File: config.mk
export PLATFORM = sky130hd
export DESIGN_NAME = ob_mk_table_accum
export DESIGN_NICKNAME = d
export VERILOG_FILES = /design/src/rtl/ob_mk_table_accum.sv
export SDC_FILE = /design/constraint.sdc
export NUM_CORES = 1
export LEC_CHECK = 0
export ABC_CLOCK_PERIOD_IN_PS = 14400
export BUFFER_PORTS_ARGS = -buffer_cell sky130_fd_sc_hd__buf_4
export CELL_PAD_IN_SITES_DETAIL_PLACEMENT = 1
export CELL_PAD_IN_SITES_GLOBAL_PLACEMENT = 1
export CORE_AREA = 2 2 228 230
export CTS_BUF_LIST = sky130_fd_sc_hd__clkbuf_8 sky130_fd_sc_hd__clkbuf_16
export CTS_CLUSTER_DIAMETER = 60
export DETAILED_ROUTE_END_ITERATION = 8
export DIE_AREA = 0 0 230 232
export GPL_ROUTABILITY_DRIVEN = 1
export MAX_ROUTING_LAYER = met4
export PLACE_DENSITY_LB_ADDON = 0.1
export SYNTH_ARGS = -nofsm -noshare
export SYNTH_HDL_FRONTEND = slang
export SYNTH_SLANG_ARGS = --single-unit
File: constraint.sdc
create_clock -name clk -period 14.4 [get_ports clk]
set_input_delay 2.16 -clock clk [delete_from_list [all_inputs] [get_ports clk]]
set_output_delay 2.16 -clock clk [all_outputs]
set_load 0.005 [all_outputs]
File: src/rtl/ob_mk_table_accum.sv
// ob_pkg: shared order-book types.
// ob_mk_table_accum: sums the quantity of valid table entries, LANES entries
// per cycle starting at index 0, with optional early stop once a goal is met.
//
// Ports
//   clk, rst          clock, asynchronous active-high reset
//   cmd_vld/cmd_rdy   command handshake (accepted only in IDLE)
//   cmd_mode          0 = sum all valid entries, 1 = stop once goal reached
//   cmd_goal          goal threshold, latched on accept
//   tbl_r, tbl_vld_r  table contents and valid flags (held stable while busy)
//   rsp_vld           one-cycle response strobe
//   rsp_quantity      accumulated quantity
//   rsp_entries       number of valid entries included in the sum
//   rsp_goal_met      rsp_quantity >= latched goal
//   busy              a command is in flight

package ob_pkg;
    typedef logic [15:0] quantity_t;
    typedef logic [23:0] accum_quantity_t;
    typedef logic [15:0] price_t;

    typedef struct packed {
        price_t    price;
        quantity_t quantity;
    } table_t;
endpackage

// state | meaning
// ------+------------------------------------------------
// IDLE  | waiting for a command, cmd_rdy high
// ACCUM | one round of LANES entries per cycle
// RESP  | rsp_vld high for one cycle, then back to IDLE
module ob_mk_table_accum #(
    parameter int N     = 16,
    parameter int LANES = 6
) (
    input  logic                        clk,
    input  logic                        rst,
    input  logic                        cmd_vld,
    output logic                        cmd_rdy,
    input  logic                        cmd_mode,
    input  ob_pkg::accum_quantity_t     cmd_goal,
    input  ob_pkg::table_t [N-1:0]      tbl_r,
    input  logic [N-1:0]                tbl_vld_r,
    output logic                        rsp_vld,
    output ob_pkg::accum_quantity_t     rsp_quantity,
    output logic [$clog2(N+1)-1:0]      rsp_entries,
    output logic                        rsp_goal_met,
    output logic                        busy
);
    import ob_pkg::*;

    localparam int ROUNDS = (N + LANES - 1) / LANES;
    localparam int RW     = (ROUNDS > 1) ? $clog2(ROUNDS) : 1;
    localparam int CW     = $clog2(N + 1);
    localparam int IW     = (N > 1) ? $clog2(N) : 1;

    localparam logic [1:0] IDLE  = 2'd0;
    localparam logic [1:0] ACCUM = 2'd1;
    localparam logic [1:0] RESP  = 2'd2;

    if ($bits(accum_quantity_t) < $bits(quantity_t) + $clog2(N)) begin : g_acc_width_chk
        $fatal(1, "accum_quantity_t too narrow for N entries");
    end
    if (LANES < 1) begin : g_lanes_chk
        $fatal(1, "LANES must be at least 1");
    end

    logic [1:0]        state;
    logic [RW-1:0]     round;
    accum_quantity_t   acc;
    logic [CW-1:0]     cnt;
    logic              mode_q;
    accum_quantity_t   goal_q;

    accum_quantity_t   lane_sum;
    logic [CW-1:0]     lane_cnt;
    logic              lane_gap;
    accum_quantity_t   acc_next;
    logic [CW-1:0]     cnt_next;
    logic              last_round;
    logic              unused_price;

    // Combinational reduction of the current round. A lane beyond N adds
    // nothing; an in-range invalid lane marks the end of the compacted region.
    always_comb begin
        int idx;
        lane_sum     = '0;
        lane_cnt     = '0;
        lane_gap     = 1'b0;
        unused_price = 1'b0;
        for (int i = 0; i < LANES; i++) begin
            idx = int'(round) * LANES + i;
            if (idx < N) begin
                if (tbl_vld_r[IW'(idx)]) begin
                    lane_sum = lane_sum + accum_quantity_t'(tbl_r[IW'(idx)].quantity);
                    lane_cnt = lane_cnt + CW'(1);
                end else begin
                    lane_gap = 1'b1;
                end
            end
        end
        for (int j = 0; j < N; j++) begin
            unused_price = unused_price ^ (^tbl_r[j].price);
        end
    end

    assign acc_next   = acc + lane_sum;
    assign cnt_next   = cnt + lane_cnt;
    assign last_round = (round == RW'(ROUNDS - 1)) || lane_gap ||
                        (mode_q && (acc_next >= goal_q));

    always_ff @(posedge clk or posedge rst) begin
        if (rst) begin
            state        <= IDLE;
            round        <= '0;
            acc          <= '0;
            cnt          <= '0;
            mode_q       <= 1'b0;
            goal_q       <= '0;
            rsp_quantity <= '0;
            rsp_entries  <= '0;
            rsp_goal_met <= 1'b0;
        end else begin
            case (state)
                IDLE: begin
                    if (cmd_vld) begin
                        state        <= ACCUM;
                        mode_q       <= cmd_mode;
                        goal_q       <= cmd_goal;
                        round        <= '0;
                        acc          <= '0;
                        cnt          <= '0;
                        rsp_quantity <= '0;
                        rsp_entries  <= '0;
                        rsp_goal_met <= 1'b0;
                    end
                end
                ACCUM: begin
                    acc   <= acc_next;
                    cnt   <= cnt_next;
                    round <= round + RW'(1);
                    if (last_round) begin
                        state        <= RESP;
                        rsp_quantity <= acc_next;
                        rsp_entries  <= cnt_next;
                        rsp_goal_met <= (acc_next >= goal_q);
                    end
                end
                RESP: begin
                    state <= IDLE;
                end
                default: begin
                    state <= IDLE;
                end
            endcase
        end
    end

    assign cmd_rdy = (state == IDLE);
    assign busy    = (state != IDLE);
    assign rsp_vld = (state == RESP);

endmodule

==> impl_metrics.ini <==
[global_routing]
met1_usage = 0.313
global_route.overflow_total = 0
grt_pass1_vias = 16700
grt_max_degree = 61
antenna_found_initial = 21
grt_usage = 0.253
grt_pass1_wl_um = 100000
grt.busiest_layer = met2
met2_usage = 0.395
use_met3 = 0.0576

[routing]
drt_pre_antenna_iters = 6
via_count = 15900
wl_per_cell_um = 22.9
finalWirelength_um = 68100
avgViaCountPerCell = 5.35
ant_nets = 0
drc = 0
drt_iter0_markers = 721

[synthesis]
async_flop_share = 1.00
ys_top_cells_by_count = nand2_1, ha_1, mux4_2
seq_area_frac_synth = 0.149
yosysWarnings = 0
synthTopCellsByArea = mux4_2, dfrtp_1, ha_1, mux2_2, nand2_1
ys_seq_elements = 88
avgSynthCellArea_um2 = 9.04
yosys.area.top_type = mux4_2
post-synth-top-count-cell = nand2_1
synth_cells = 1637
syn_nets = 2342
netlist_area_um2 = 14800
ys.flop_type = dfrtp_1
synth_edf_count = 0
synth_cell_type_count = 78
yosysTopAreaCellShare = 0.202

[sta]
worst_slew_pin_slew_ns = 0.840
finClkSkew_ns = 0.0101
hold_ws_ns = 0.484
max_freq_mhz = 70.7
setup_viol = 0
maxSlewHeadroom = 0.438
finalCritPeriodShare = 0.983
drv_slew = 0
setup_ws_ns = 0.249
post-route-min-period_ns = 14.15
hold_violations = 0
rsz0062_at_grt = true

[placement]
gp_congestion = 0.892
post-place-ws_ns = -0.997
hpwl_um = 56900
portBuffers = 332

[cts]
numCtsBuffers = 9
clk_pin_slew_worst_paths_ns = 0.06
htreeDepth = 3
holdBufCountCts = 0
ctsRootBufferMaster = clkbuf_16
cts_sinks = 88
clkLatencyLatePin_ns = 0.35
cts_tree = done
cts_buffer_depth = 2

[setup_path]
arrival_ns = 14.38
criticalPathCategory = primary input to flip-flop
end_kind = flip-flop
crit_end = rsp_quantity[10]$_DFFE_PP0P_
crit_fanout = 6
max_stage_delay_ns = 0.55
rr_worst_depth = 59
rr_startpoint = round[0]$_DFFE_PP0P_
crit_required_ns = 14.63
critical_path.startpoint = tbl_vld_r[10]
cpMaxStageDelayCell = or4_1
crit_path_start_kind = primary input
path_common_cell = buf_4
r2r_end = rsp_quantity[10]$_DFFE_PP0P_
ff2ff_setup_slack_ns = 1.15

[final_layout]
layout-drive-gt1-share = 0.491
fillers = 5944
nets = 2969
area_growth_pct = 48.6

[floorplan]
io_pins = 589
die_area_um2 = 53400
initial_core_util = 0.291
row_count = 83
die_x_um = 230
core_area_um2 = 50900
die_h_um = 232

[job]
maxCapViolCount = 0

[hold_path]
worst_hold_path_type = flip-flop to flip-flop

[run_status]
status = completed
layer usage:
layer	vias to the layer above	wire length (µm)
met3	91	4380
met4	0	3160
met1	7874	29300
met5	-	0
li1	7460	-
met2	455	31200
placed cells by master (no fill, tap or decap), drive strengths merged, types with 34 or more instances in the layout:
cell type and instances:
a21oi 128, xnor2 60, buf 701, o21ai 114, nand3 34, nand2 194
dfrtp 88, mux4 133, nor2 105, ha 142, inv 76, mux2 108
a21o 43
stage by stage:
step	area, µm²	TNS (ns)	util	cells
global placement	20300	-26.46	0.398	2880
global route	22000	-7.91	0.432	2968
finish	22000	0	0.432	2968
floorplan	14800	0	-	1637
CTS	21000	0	0.413	2925
detailed placement	20300	-30.01	0.398	2880
repair_timing:
action,4_1_cts,5_1_grt
buffers inserted,29,24
gates cloned,0,2
pin swaps,35,90
resized for setup,60,163
setup endpoints to repair,32,32
registers in the layout (all words and copies together) (netlist names):
| signal | flops |
|---|---|
| acc | 24 |
| rsp_goal_met | 1 |
| rsp_quantity | 24 |
| round | 2 |
| mode_q | 1 |
| state | 2 |
| goal_q | 24 |
| cnt | 5 |
| rsp_entries | 5 |
worst max-delay path, delay by kind of cell:
kind	cells	cell delay, ns
mux	4	1.24
simple gates	14	2.42
xor+xnor	5	1.03
compound gates	22	3.72
buf+inv	14	1.89
fa+ha+maj	7	1.87
area by class of cell:
type                       count  area [µm²]  share of cell area
sequential                    88        2210               0.100
clock inverter                 6        27.5             0.00125
timing repair buffer         703        5470               0.249
clock buffer                  10         239              0.0109
antenna                       19        47.5             0.00216
multi-input combinational   1386       12900               0.585
tap                          680         851              0.0387
inverter                      76         287              0.0130
worst min-delay path by stage:
stage	startpoint	endpoint	slack [ns]	cells past startpoint
floorplan	mode_q$_DFFE_PP0P_	mode_q$_DFFE_PP0P_	0.45	2
global placement	cnt[0]$_DFFE_PP0P_	cnt[0]$_DFFE_PP0P_	0.47	2
detailed placement	cnt[0]$_DFFE_PP0P_	cnt[0]$_DFFE_PP0P_	0.47	2
CTS	cnt[0]$_DFFE_PP0P_	cnt[0]$_DFFE_PP0P_	0.49	2
global route	mode_q$_DFFE_PP0P_	mode_q$_DFFE_PP0P_	0.51	2
finish	rsp_quantity[15]$_DFFE_PP0P_	rsp_quantity[15]$_DFFE_PP0P_	0.48	2
cells by family after synthesis:
group           after synthesis  share of synthesized area
simple gates                450                      0.136
compound gates              433                      0.185
mux                         264                      0.301
buf+inv                     163                     0.0447
fa+ha+maj                   149                      0.130
xor+xnor                     89                     0.0536
flops                        88                      0.149
other cells                   1                   0.000253
Power is not shown: default switching activity piles up to over one toggle a cycle in this logic, so the estimate is an artifact.
